--- config.mk ---
export PLATFORM = sky130hd
export DESIGN_NAME = apb_master
export DESIGN_NICKNAME = d
export VERILOG_FILES = /design/src/rtl/apb_master.sv
export SDC_FILE = /design/constraint.sdc
export NUM_CORES = 1
export LEC_CHECK = 0
export BUFFER_PORTS_ARGS = -buffer_cell sky130_fd_sc_hd__buf_2
export CORE_ASPECT_RATIO = 0.8
export CORE_MARGIN = 2
export CORE_UTILIZATION = 48
export CTS_CLUSTER_DIAMETER = 200
export DETAILED_ROUTE_END_ITERATION = 7
export GPL_TIMING_DRIVEN = 1
export PLACE_DENSITY = 0.82
export SYNTH_ARGS = -nofsm -noshare
export SYNTH_HDL_FRONTEND = slang
export SYNTH_SLANG_ARGS = --single-unit
export TNS_END_PERCENT = 100
--- constraint.sdc ---
create_clock -name clk -period 2.2 [get_ports clk]
set_input_delay 0.11 -clock clk [delete_from_list [all_inputs] [get_ports clk]]
set_output_delay 0.11 -clock clk [all_outputs]
set_load 0.05 [all_outputs]
--- src/rtl/apb_master.sv ---
// ============================================================================
//  Module   : apb_master
//  Brief    : Single-outstanding APB master with one-hot select and timeout.
//  Revision : 1.0
// ============================================================================
`default_nettype none

module apb_master #(
    parameter int ADDR_W     = 8,
    parameter int DATA_W     = 8,
    parameter int NUM_SLAVES = 4,
    parameter int TIMEOUT    = 16
) (
    input  logic                  clk,
    input  logic                  reset,
    input  logic                  cmd_valid,
    output logic                  cmd_ready,
    input  logic                  cmd_write,
    input  logic [1:0]            cmd_id,
    input  logic [ADDR_W-1:0]     cmd_addr,
    input  logic [DATA_W-1:0]     cmd_wdata,
    output logic                  rsp_valid,
    output logic [DATA_W-1:0]     rsp_rdata,
    output logic                  rsp_err,
    output logic [NUM_SLAVES-1:0] apb_sel,
    output logic                  apb_enable,
    output logic                  apb_write,
    output logic [ADDR_W-1:0]     apb_addr,
    output logic [DATA_W-1:0]     apb_wdata,
    input  logic                  apb_ready,
    input  logic [DATA_W-1:0]     apb_rdata
);

    localparam int CNT_W = $clog2(TIMEOUT + 1);
    localparam logic [CNT_W-1:0] C_LAST_WAIT = CNT_W'(TIMEOUT - 1);

    typedef enum logic [1:0] {
        IDLE   = 2'd0,
        SETUP  = 2'd1,
        ACCESS = 2'd2
    } state_t;

    state_t                r_state, w_state_n;
    logic [CNT_W-1:0]      r_wait_cnt, w_wait_cnt_n;
    logic                  w_cmd_ready_n, w_rsp_valid_n, w_rsp_err_n;
    logic [DATA_W-1:0]     w_rsp_rdata_n;
    logic [NUM_SLAVES-1:0] w_sel_n, w_sel_dec;
    logic                  w_enable_n, w_write_n, w_id_ok;
    logic [ADDR_W-1:0]     w_addr_n;
    logic [DATA_W-1:0]     w_wdata_n;

    always_ff @(posedge clk or posedge reset) begin
        if (reset) begin
            r_state    <= IDLE;
            r_wait_cnt <= '0;
            cmd_ready  <= 1'b1;
            rsp_valid  <= 1'b0;
            rsp_err    <= 1'b0;
            rsp_rdata  <= '0;
            apb_sel    <= '0;
            apb_enable <= 1'b0;
            apb_write  <= 1'b0;
            apb_addr   <= '0;
            apb_wdata  <= '0;
        end else begin
            r_state    <= w_state_n;
            r_wait_cnt <= w_wait_cnt_n;
            cmd_ready  <= w_cmd_ready_n;
            rsp_valid  <= w_rsp_valid_n;
            rsp_err    <= w_rsp_err_n;
            rsp_rdata  <= w_rsp_rdata_n;
            apb_sel    <= w_sel_n;
            apb_enable <= w_enable_n;
            apb_write  <= w_write_n;
            apb_addr   <= w_addr_n;
            apb_wdata  <= w_wdata_n;
        end
    end

    always_comb begin
        w_state_n     = r_state;
        w_wait_cnt_n  = r_wait_cnt;
        w_rsp_valid_n = 1'b0;
        w_rsp_err_n   = rsp_err;
        w_rsp_rdata_n = rsp_rdata;
        w_sel_n       = apb_sel;
        w_enable_n    = apb_enable;
        w_write_n     = apb_write;
        w_addr_n      = apb_addr;
        w_wdata_n     = apb_wdata;
        w_id_ok       = ({30'd0, cmd_id} < 32'(NUM_SLAVES));
        w_sel_dec     = '0;
        for (int i = 0; i < NUM_SLAVES; i++) begin
            w_sel_dec[i] = ({30'd0, cmd_id} == 32'(i));
        end

        case (r_state)
            IDLE: begin
                if (cmd_valid && cmd_ready) begin
                    if (w_id_ok) begin
                        w_state_n  = SETUP;
                        w_sel_n    = w_sel_dec;
                        w_enable_n = 1'b0;
                        w_write_n  = cmd_write;
                        w_addr_n   = cmd_addr;
                        w_wdata_n  = cmd_wdata;
                    end else begin
                        // Unmapped slave index: answer with an error, bus untouched.
                        w_rsp_valid_n = 1'b1;
                        w_rsp_err_n   = 1'b1;
                        w_rsp_rdata_n = '0;
                    end
                end
            end
            SETUP: begin
                w_state_n    = ACCESS;
                w_enable_n   = 1'b1;
                w_wait_cnt_n = '0;
            end
            ACCESS: begin
                if (apb_ready) begin
                    w_state_n     = IDLE;
                    w_sel_n       = '0;
                    w_enable_n    = 1'b0;
                    w_rsp_valid_n = 1'b1;
                    w_rsp_err_n   = 1'b0;
                    w_rsp_rdata_n = apb_write ? '0 : apb_rdata;
                    w_wait_cnt_n  = '0;
                end else if (r_wait_cnt == C_LAST_WAIT) begin
                    // Ready checked first so a late ready on the last cycle still completes.
                    w_state_n     = IDLE;
                    w_sel_n       = '0;
                    w_enable_n    = 1'b0;
                    w_rsp_valid_n = 1'b1;
                    w_rsp_err_n   = 1'b1;
                    w_rsp_rdata_n = '0;
                    w_wait_cnt_n  = '0;
                end else begin
                    w_wait_cnt_n = r_wait_cnt + 1'b1;
                end
            end
            default: begin
                w_state_n  = IDLE;
                w_sel_n    = '0;
                w_enable_n = 1'b0;
            end
        endcase

        w_cmd_ready_n = (w_state_n == IDLE);
    end

endmodule

`default_nettype wire

### Word level (Yosys, flattened, before mapping)

Index checks and enable logic that the tools add are counted.

* flip-flop bits (word level): 40
* input port bits: 31
* output and inout bits: 33
* logic and storage cells: 54

* add/sub/neg operators: 1
* equal/unequal tests: 8
* multiplexer cells: 23
* bitwise gates (word level): 1
* reduce and logical (&&, ||, !) cells: 10

Operator list (count)
* 8-bit two-way mux: 3
* 4-bit two-way mux: 3
* 4-bit case mux with 3 select lines: 1
* 5-bit two-way mux: 2
* 5-bit case mux with 2 select lines: 1
* 1-bit two-way mux: 8
* 2-bit equality test, second input constant: 3
* 2-bit logical NOT: 3
* 2-bit two-way mux: 3
* 2-bit case mux with 3 select lines: 1
* 2-bit AND reduction: 3
* 5-bit by 1-bit adder with 5-bit output, second input constant: 1
* 5-bit by 4-bit equality test with 1-bit output, second input constant: 1
* 2-bit by 1-bit equality test with 1-bit output, second input constant: 2
* 2-bit nonzero test: 2
* 3-bit inequality test, second input constant: 1
* 1-bit case mux with 3 select lines: 1
* 3-bit AND reduction: 1
* 2-bit inequality test, second input constant: 1
* 1-bit logical AND: 1
* 1-bit inverter: 1

### Depth between registers and ports, before layout

Gate-level depths: netlist (run 1).

* word-level depth: 5
* gate-level depth with buffers: 5
* depth with buffers taken out: 5

### Worst setup path before layout (run 1)

OpenSTA, ideal clock, no wires.

* path type: register to register
* from: register cmd_ready
* to: register apb_addr[0]
* library setup time: 128 ps
* arrival: 1468 ps
* data required time: 2072 ps
* path slack: 604 ps
* stages on the path, launching flop included: 4
* buffers on the path: 1
* cells stage by stage: dfstp_2 > nand3_2 > buf_2 > mux2_1

* word-level cells in the longest chain between the ends: 2

Ends and longest elaborated chain
* from (decl): RTL line 17 `output logic cmd_ready,`
* from (signal assigned): RTL line 68 `cmd_ready <= w_cmd_ready_n;`
* 1-bit logical AND: RTL line 99 `if (cmd_valid && cmd_ready) begin`
* 2-bit AND reduction (no line)
* to (signal assigned): RTL line 75 `apb_addr <= w_addr_n;`
* to (decl): RTL line 28 `output logic [ADDR_W-1:0] apb_addr,`

No other way between the ends.
A chain may end at the register's enable or synchronous reset.

### Worst setup path in the final report (run 1)

* from: register r_state[0]
* to: register apb_sel[2]

* word-level cells in the longest chain between the ends: 3
* elaborated cells between the ends (all ways): 8

Ends and longest elaborated chain
* from (decl): RTL line 43 `state_t r_state, w_state_n;`
* from (signal assigned): RTL line 66 `r_state <= w_state_n;`
* 2-bit equality test, or another cell as far along: RTL line 97 `case (r_state)`
* 3-bit inequality test (no line), or another cell as far along
* 3-bit AND reduction (no line)
* to (signal assigned): RTL line 72 `apb_sel <= w_sel_n;`
* to (decl): RTL line 25 `output logic [NUM_SLAVES-1:0] apb_sel,`

Parallel ways exist; a longest one is shown, timed or not.

==> metrics, run 1 <==
outcome=complete, no violations; most common cell after layout, fill and taps aside=buf_2; Buffers on Ports=63; CTS tree=done; n_diodes=0; Fill cells=288; reg2reg start=r_state[0]$_DFF_PP0_; drt first pass iters=4; starting utilization of the core area=50.4%; Clk pin slew, worst setup/hold paths=0.07 ns; Synth Area in Compound Gates=11.2%; area leader, netlist=dfrtp_1; area share of the largest cell type after synthesis=55.8%; global-route wire length before repair=5.73 mm; CTS Buffer Depth=2; Yosys cell types=35; Slew Limit Fails=0; CP startpoint kind=flop; crit path max fanout=7; H-tree levels=2; Setup crit end kind=flop; Tmin final=1.74 ns; Netlist Area Pre-Place=0.00175 mm²; CTS Root Buffer Type=clkbuf_8; fraction of the mapped netlist area in adder cells=3.57%; Core Box Area=0.00347 mm²; Pleak=1.14 nW; Hold Violations, Final=0; Gate Count Post-Synth=136; final period utilization=79.1%; Clock Latency Late Sink=0.29 ns; Worst-Margin Slew=0.501 ns; fraction of registers with async set/reset=100%; Worst Hold End=apb_addr[0]$_DFFE_PP0P_; Routed WL per cell=14.5 µm; HP Class=in2reg; GRT overflow=0; CTS Sinks=40; synth warn=0; Nets=243; Hold Path Stages=2; power per standard cell area=1680 mW/mm²; global-route usage over all layers=18.5%; Synth area leaders=dfrtp_1 (56%), mux2_2 (12%), nand4b_1 (4.0%); placed instance area=0.00213 mm²; area delta synth->final=26.6%; CP required=2.38 ns; r2r endpoint=apb_sel[2]$_DFFE_PP0P_; mux contribution to synthesized area=12.2%; CTS Buf Count=5; Power, Total=3.71 mW; number of enable flip-flop cells after synthesis=0; number of synthesized register bits=40; Die Ht=58.0 µm; synthesized area per cell=12.9 µm²; crit path DAT=1.92 ns; WS Path Type=reg2reg; Residual DRC=0; worst-case reg-to-reg path depth=5; largest family of logic cells by synthesized area=multiplexers; Post-Syn Nets=172; post-route cell area=0.00222 mm²; I/O pins=64; maximum vdd drop=1100 µV; R2R setup slack=0.46 ns; Seq/Total Area, Yosys=57.3%; Via density=5.40; Max Fclk=575 MHz; Antenna Nets Post-Route=0; Rel. slew slack=66.6%; most frequent cells in the layout=buf_2 (63), dfrtp_1 (39), mux2_2 (18); HP Start=cmd_addr[0]; setup TNS=0 ns; Post-synth top flop=dfrtp_1; largest net degree at the start of global routing=41; gpl congestion=0.743; vias in the first global route=1,259; final WL=3.60 mm; Rows=19; CTS resizes=0; die area=0.00415 mm²; xor-xnor portion of the synthesized cell area=0%; die width=71.5 µm; initial antenna violation count=0; Starting DRT DRC Count=105; final setup vio count=0; Setup Skew=0.00339 ns; max_cap viols=0; Simple-Gate Fraction of Synth Area=12.0%; vias post-DR=1,344; hpwl dp=2.60 mm; share of cells above drive strength 1=46.4%; RSZ-0062 raised after global routing=no
area by class of cell:
cell class	count	area [µm²]	share of cell area (%)
Clock buffer	6	72.6	3.27
Clock inverter	1	5.00	0.226
Inverter	14	52.6	2.37
Multi-Input combinational cell	79	683	30.8
Sequential cell	40	1000	45.2
Tap cell	42	52.6	2.37
Timing Repair Buffer	67	348	15.7
report_power, final:
| group | switching (mW) | internal (mW) |
|---|---|---|
| Clock | 0.236 | 0.215 |
| Combinational | 1.44 | 0.600 |
| Sequential | 0.183 | 1.04 |
flip-flops by register name, indices dropped and copies added, names as in the netlist:
signal	cells
apb_addr	8
apb_wdata	8
rsp_rdata	8
r_wait_cnt	5
apb_sel	4
r_state	2
apb_enable	1
apb_write	1
cmd_ready	1
rsp_err	1
rsp_valid	1
metrics by stage:
stage          hold WS (ns)  util, %  setup WS, ns  instances
2_1_floorplan         0.242        -         0.604        136
3_3_place_gp          0.256     61.3         0.538        241
3_5_place_dp          0.257     61.3         0.485        241
4_1_cts              0.0342     63.8         0.465        249
5_1_grt              0.0350     63.8         0.371        249
6_report             0.0342     63.8         0.459        249
Yosys cell counts, types with 2 or more instances:
library cell	n
mux2_2	18
o21ai_0	9
nand4b_1	8
nand3_1	2
dfrtp_1	39
ha_1	5
clkbuf_1	2
nand2b_1	3
inv_1	14
nor3_1	3
nand2_1	6
a32o_1	4
metal layers:
metal / vias up / part of all wire (%) / global-route usage (%)
li1: 634 / - / -
met4: 0 / 2.6 / 8.89
met3: 13 / 6.1 / 6.78
met1: 651 / 44 / 23.9
met5: - / 0 / 0
met2: 46 / 47 / 27.9
cell families (layout without fill, tap and decap cells):
logic type	after synthesis	count (layout)
DFF	40	40
and+or+nand+nor	29	29
AOI/OAI and AO/OA	26	26
muxes	19	19
buffers and inverters	17	88
adders and majority gates	5	5
what timing repair did:
item,4_1_cts,5_1_grt
hold buffers,1,0
setup buffers,0,0
endpoints found under the hold margin,39,0
endpoints found under the setup margin,0,0
worst max-delay path by stage:
stage,startpoint,cells after the start,endpoint
2_1_floorplan,cmd_ready$_DFF_PP1_,3,apb_addr[0]$_DFFE_PP0P_
3_3_place_gp,r_state[0]$_DFF_PP0_,5,apb_sel[0]$_DFFE_PP0P_
3_5_place_dp,r_state[0]$_DFF_PP0_,5,apb_sel[2]$_DFFE_PP0P_
4_1_cts,r_state[0]$_DFF_PP0_,5,apb_sel[2]$_DFFE_PP0P_
5_1_grt,r_state[0]$_DFF_PP0_,5,apb_sel[2]$_DFFE_PP0P_
6_report,r_state[0]$_DFF_PP0_,5,apb_sel[2]$_DFFE_PP0P_
worst max-delay path, cell delays in order (launching register included):
cell and delay, ns:
dfrtp_1 0.45, inv_1 0.09, ha_1 0.23, and2b_1 0.22, a221o_1 0.40, a32o_1 0.23
(Power assumes the default switching activity.)
==> inputs of run 2 (changes only) <==
- CORE_UTILIZATION: 48 -> 44
- PLACE_DENSITY: 0.82 -> 0.79
- clock period: 2.2 -> 1.5 ns (I/O delays scaled with it)
==> run 2 against run 1 <==
- the flow now finishes with violations (setup timing)
- clock power up 110%
- total power up 60%
- core utilization down 0.59 points
- count of clock-buffer cells in the layout unchanged
- register-to-register slack worse by 0.49 ns
- critical path type unchanged
- largest cell class unchanged
==> metrics, run 2 (same netlist as run 1, synthesis figures left out) <==
Die Ht=60.4 µm; Antenna Nets Post-Route=0; max_cap viols=0; area delta synth->final=37.5%; hpwl dp=2.77 mm; crit path max fanout=6; HP Class=in2reg; post-route cell area=0.00241 mm²; Worst Hold End=apb_addr[2]$_DFFE_PP0P_; crit path buf inv count=0; Buffers on Ports=63; most frequent cells in the layout=buf_2 (63), dfrtp_1 (39), mux2_2 (18); Setup Skew=0.00321 ns; gpl congestion=0.745; HP Start=cmd_addr[2]; final period utilization=102%; Setup crit end kind=flop; Slowest-stage cell, CP=dfrtp_1; Worst-Margin Slew=0.490 ns; Residual DRC=0; Starting DRT DRC Count=79; family with the most delay on the worst path=compound AO/OA/AOI/OAI gates; Core Box Area=0.00380 mm²; share of cells above drive strength 1=52.5%; I/O pins=64; Critical Path, Cell by Cell=ha_4 -> and2b_2 -> a221o_1 -> a32o_1; final WL=3.88 mm; largest net degree at the start of global routing=41; Fill cells=321; Power, Total=5.94 mW; RSZ-0062 raised after global routing=yes; r2r endpoint=apb_sel[0]$_DFFE_PP0P_; final setup vio count=4; R2R setup slack=-0.03 ns; Clock Latency Late Sink=0.29 ns; Hold Violations, Final=0; die width=74.5 µm; GRT overflow=0; CTS Buf Count=5; CTS Buffer Depth=2; final core utilization=63.3%; CP required=1.68 ns; power per standard cell area=2470 mW/mm²; global-route usage over all layers=18.5%; initial antenna violation count=0; die area=0.00450 mm²; Via density=4.96; placed instance area=0.00224 mm²; starting utilization of the core area=46.0%; Rows=20; CP startpoint kind=flop; Largest regs=apb_addr (8), apb_wdata (8), rsp_rdata (8); crit path DAT=1.70 ns; failing checks=setup timing; H-tree levels=2; global-route wire length before repair=6.24 mm; CTS Sinks=40; WS Path Type=reg2reg; Slew Limit Fails=0; Pleak=1.22 nW; CTS tree=done; Clk pin slew, worst setup/hold paths=0.08 ns; Tmin final=1.53 ns; worst-case reg-to-reg path depth=4; worst setup margin=-0.0260 ns; n_diodes=0; Rel. slew slack=67.4%; vias in the first global route=1,376; maximum vdd drop=1330 µV; drt first pass iters=4; CTS Root Buffer Type=clkbuf_8; Routed WL per cell=14.1 µm; Nets=254; Critical Path Max Stage Delay=0.43 ns; most common cell after layout, fill and taps aside=buf_2; Hold Path Stages=2; outcome=complete, but fails checks; vias post-DR=1,360; Max Fclk=655 MHz; setup TNS=-0.0853 ns; reg2reg start=r_state[1]$_DFF_PP0_
==> run 2: changes by cell type in the layout (fill, tap and decap cells not counted), sizes merged <==
| cell | before | now |
|---|---|---|
| dlygate4sd3 | 1 | 2 |
| bufinv | 0 | 1 |
| buf | 66 | 76 |
==> run 2: layout make-up <==
type | instances | area (µm²) | share of cell area [%]
Tap cell | 55 | 68.8 | 2.86
Multi-Input combinational cell | 79 | 716 | 29.7
Clock buffer | 6 | 82.6 | 3.43
Sequential cell | 40 | 1000 | 41.7
Timing Repair Buffer | 78 | 445 | 18.5
Clock inverter | 2 | 38.8 | 1.61
Inverter | 14 | 52.6 | 2.18
==> run 2: metal layers <==
metal / part of all wire, % / global-route usage (%) / vias to the layer above
met5: 0 / 0 / -
met4: 0.70 / 4.59 / 0
li1: - / - / 659
met3: 6.3 / 4.82 / 4
met1: 45 / 23.4 / 641
met2: 48 / 32.2 / 56
==> run 2: through the flow <==
step           instances  setup slack [ns]  hold slack [ns]
4_1_cts              274           -0.0257          0.00999
3_3_place_gp         263            0.0243            0.220
5_1_grt              274           -0.0630          0.00276
2_1_floorplan        136           -0.0490            0.207
6_report             274           -0.0260           0.0136
3_5_place_dp         263           -0.0402            0.220
==> run 2: where the power goes <==
part | internal (mW) | leakage, nW | total (mW) | switching (mW)
logic | 1.05 | 0.654 | 3.23 | 2.19
clock network | 0.544 | 0.0614 | 0.926 | 0.382
registers | 1.53 | 0.506 | 1.78 | 0.254
total | 3.12 | 1.22 | 5.94 | 2.83
==> run 2: timing repair <==
action                                  in CTS  in global routing
pin swaps                                    1                  1
gates resized for setup                      4                  5
setup buffers                                1                  0
endpoints found under the setup margin       7                 17
gates cloned                                 0                  0
hold buffers                                 2                  0
hold endpoints to repair                    40                  0
==> run 2: how the worst max path moves through the flow <==
stage	from	end	slack, ns	cells after the start
5_1_grt	r_state[1]$_DFF_PP0_	apb_sel[2]$_DFFE_PP0P_	-0.06	4
3_3_place_gp	r_state[0]$_DFF_PP0_	apb_sel[0]$_DFFE_PP0P_	0.02	5
6_report	r_state[1]$_DFF_PP0_	apb_sel[0]$_DFFE_PP0P_	-0.03	4
4_1_cts	r_state[1]$_DFF_PP0_	apb_sel[2]$_DFFE_PP0P_	-0.03	4
3_5_place_dp	r_state[0]$_DFF_PP0_	apb_sel[0]$_DFFE_PP0P_	-0.04	5
2_1_floorplan	r_state[0]$_DFF_PP0_	apb_sel[0]$_DFFE_PP0P_	-0.05	5
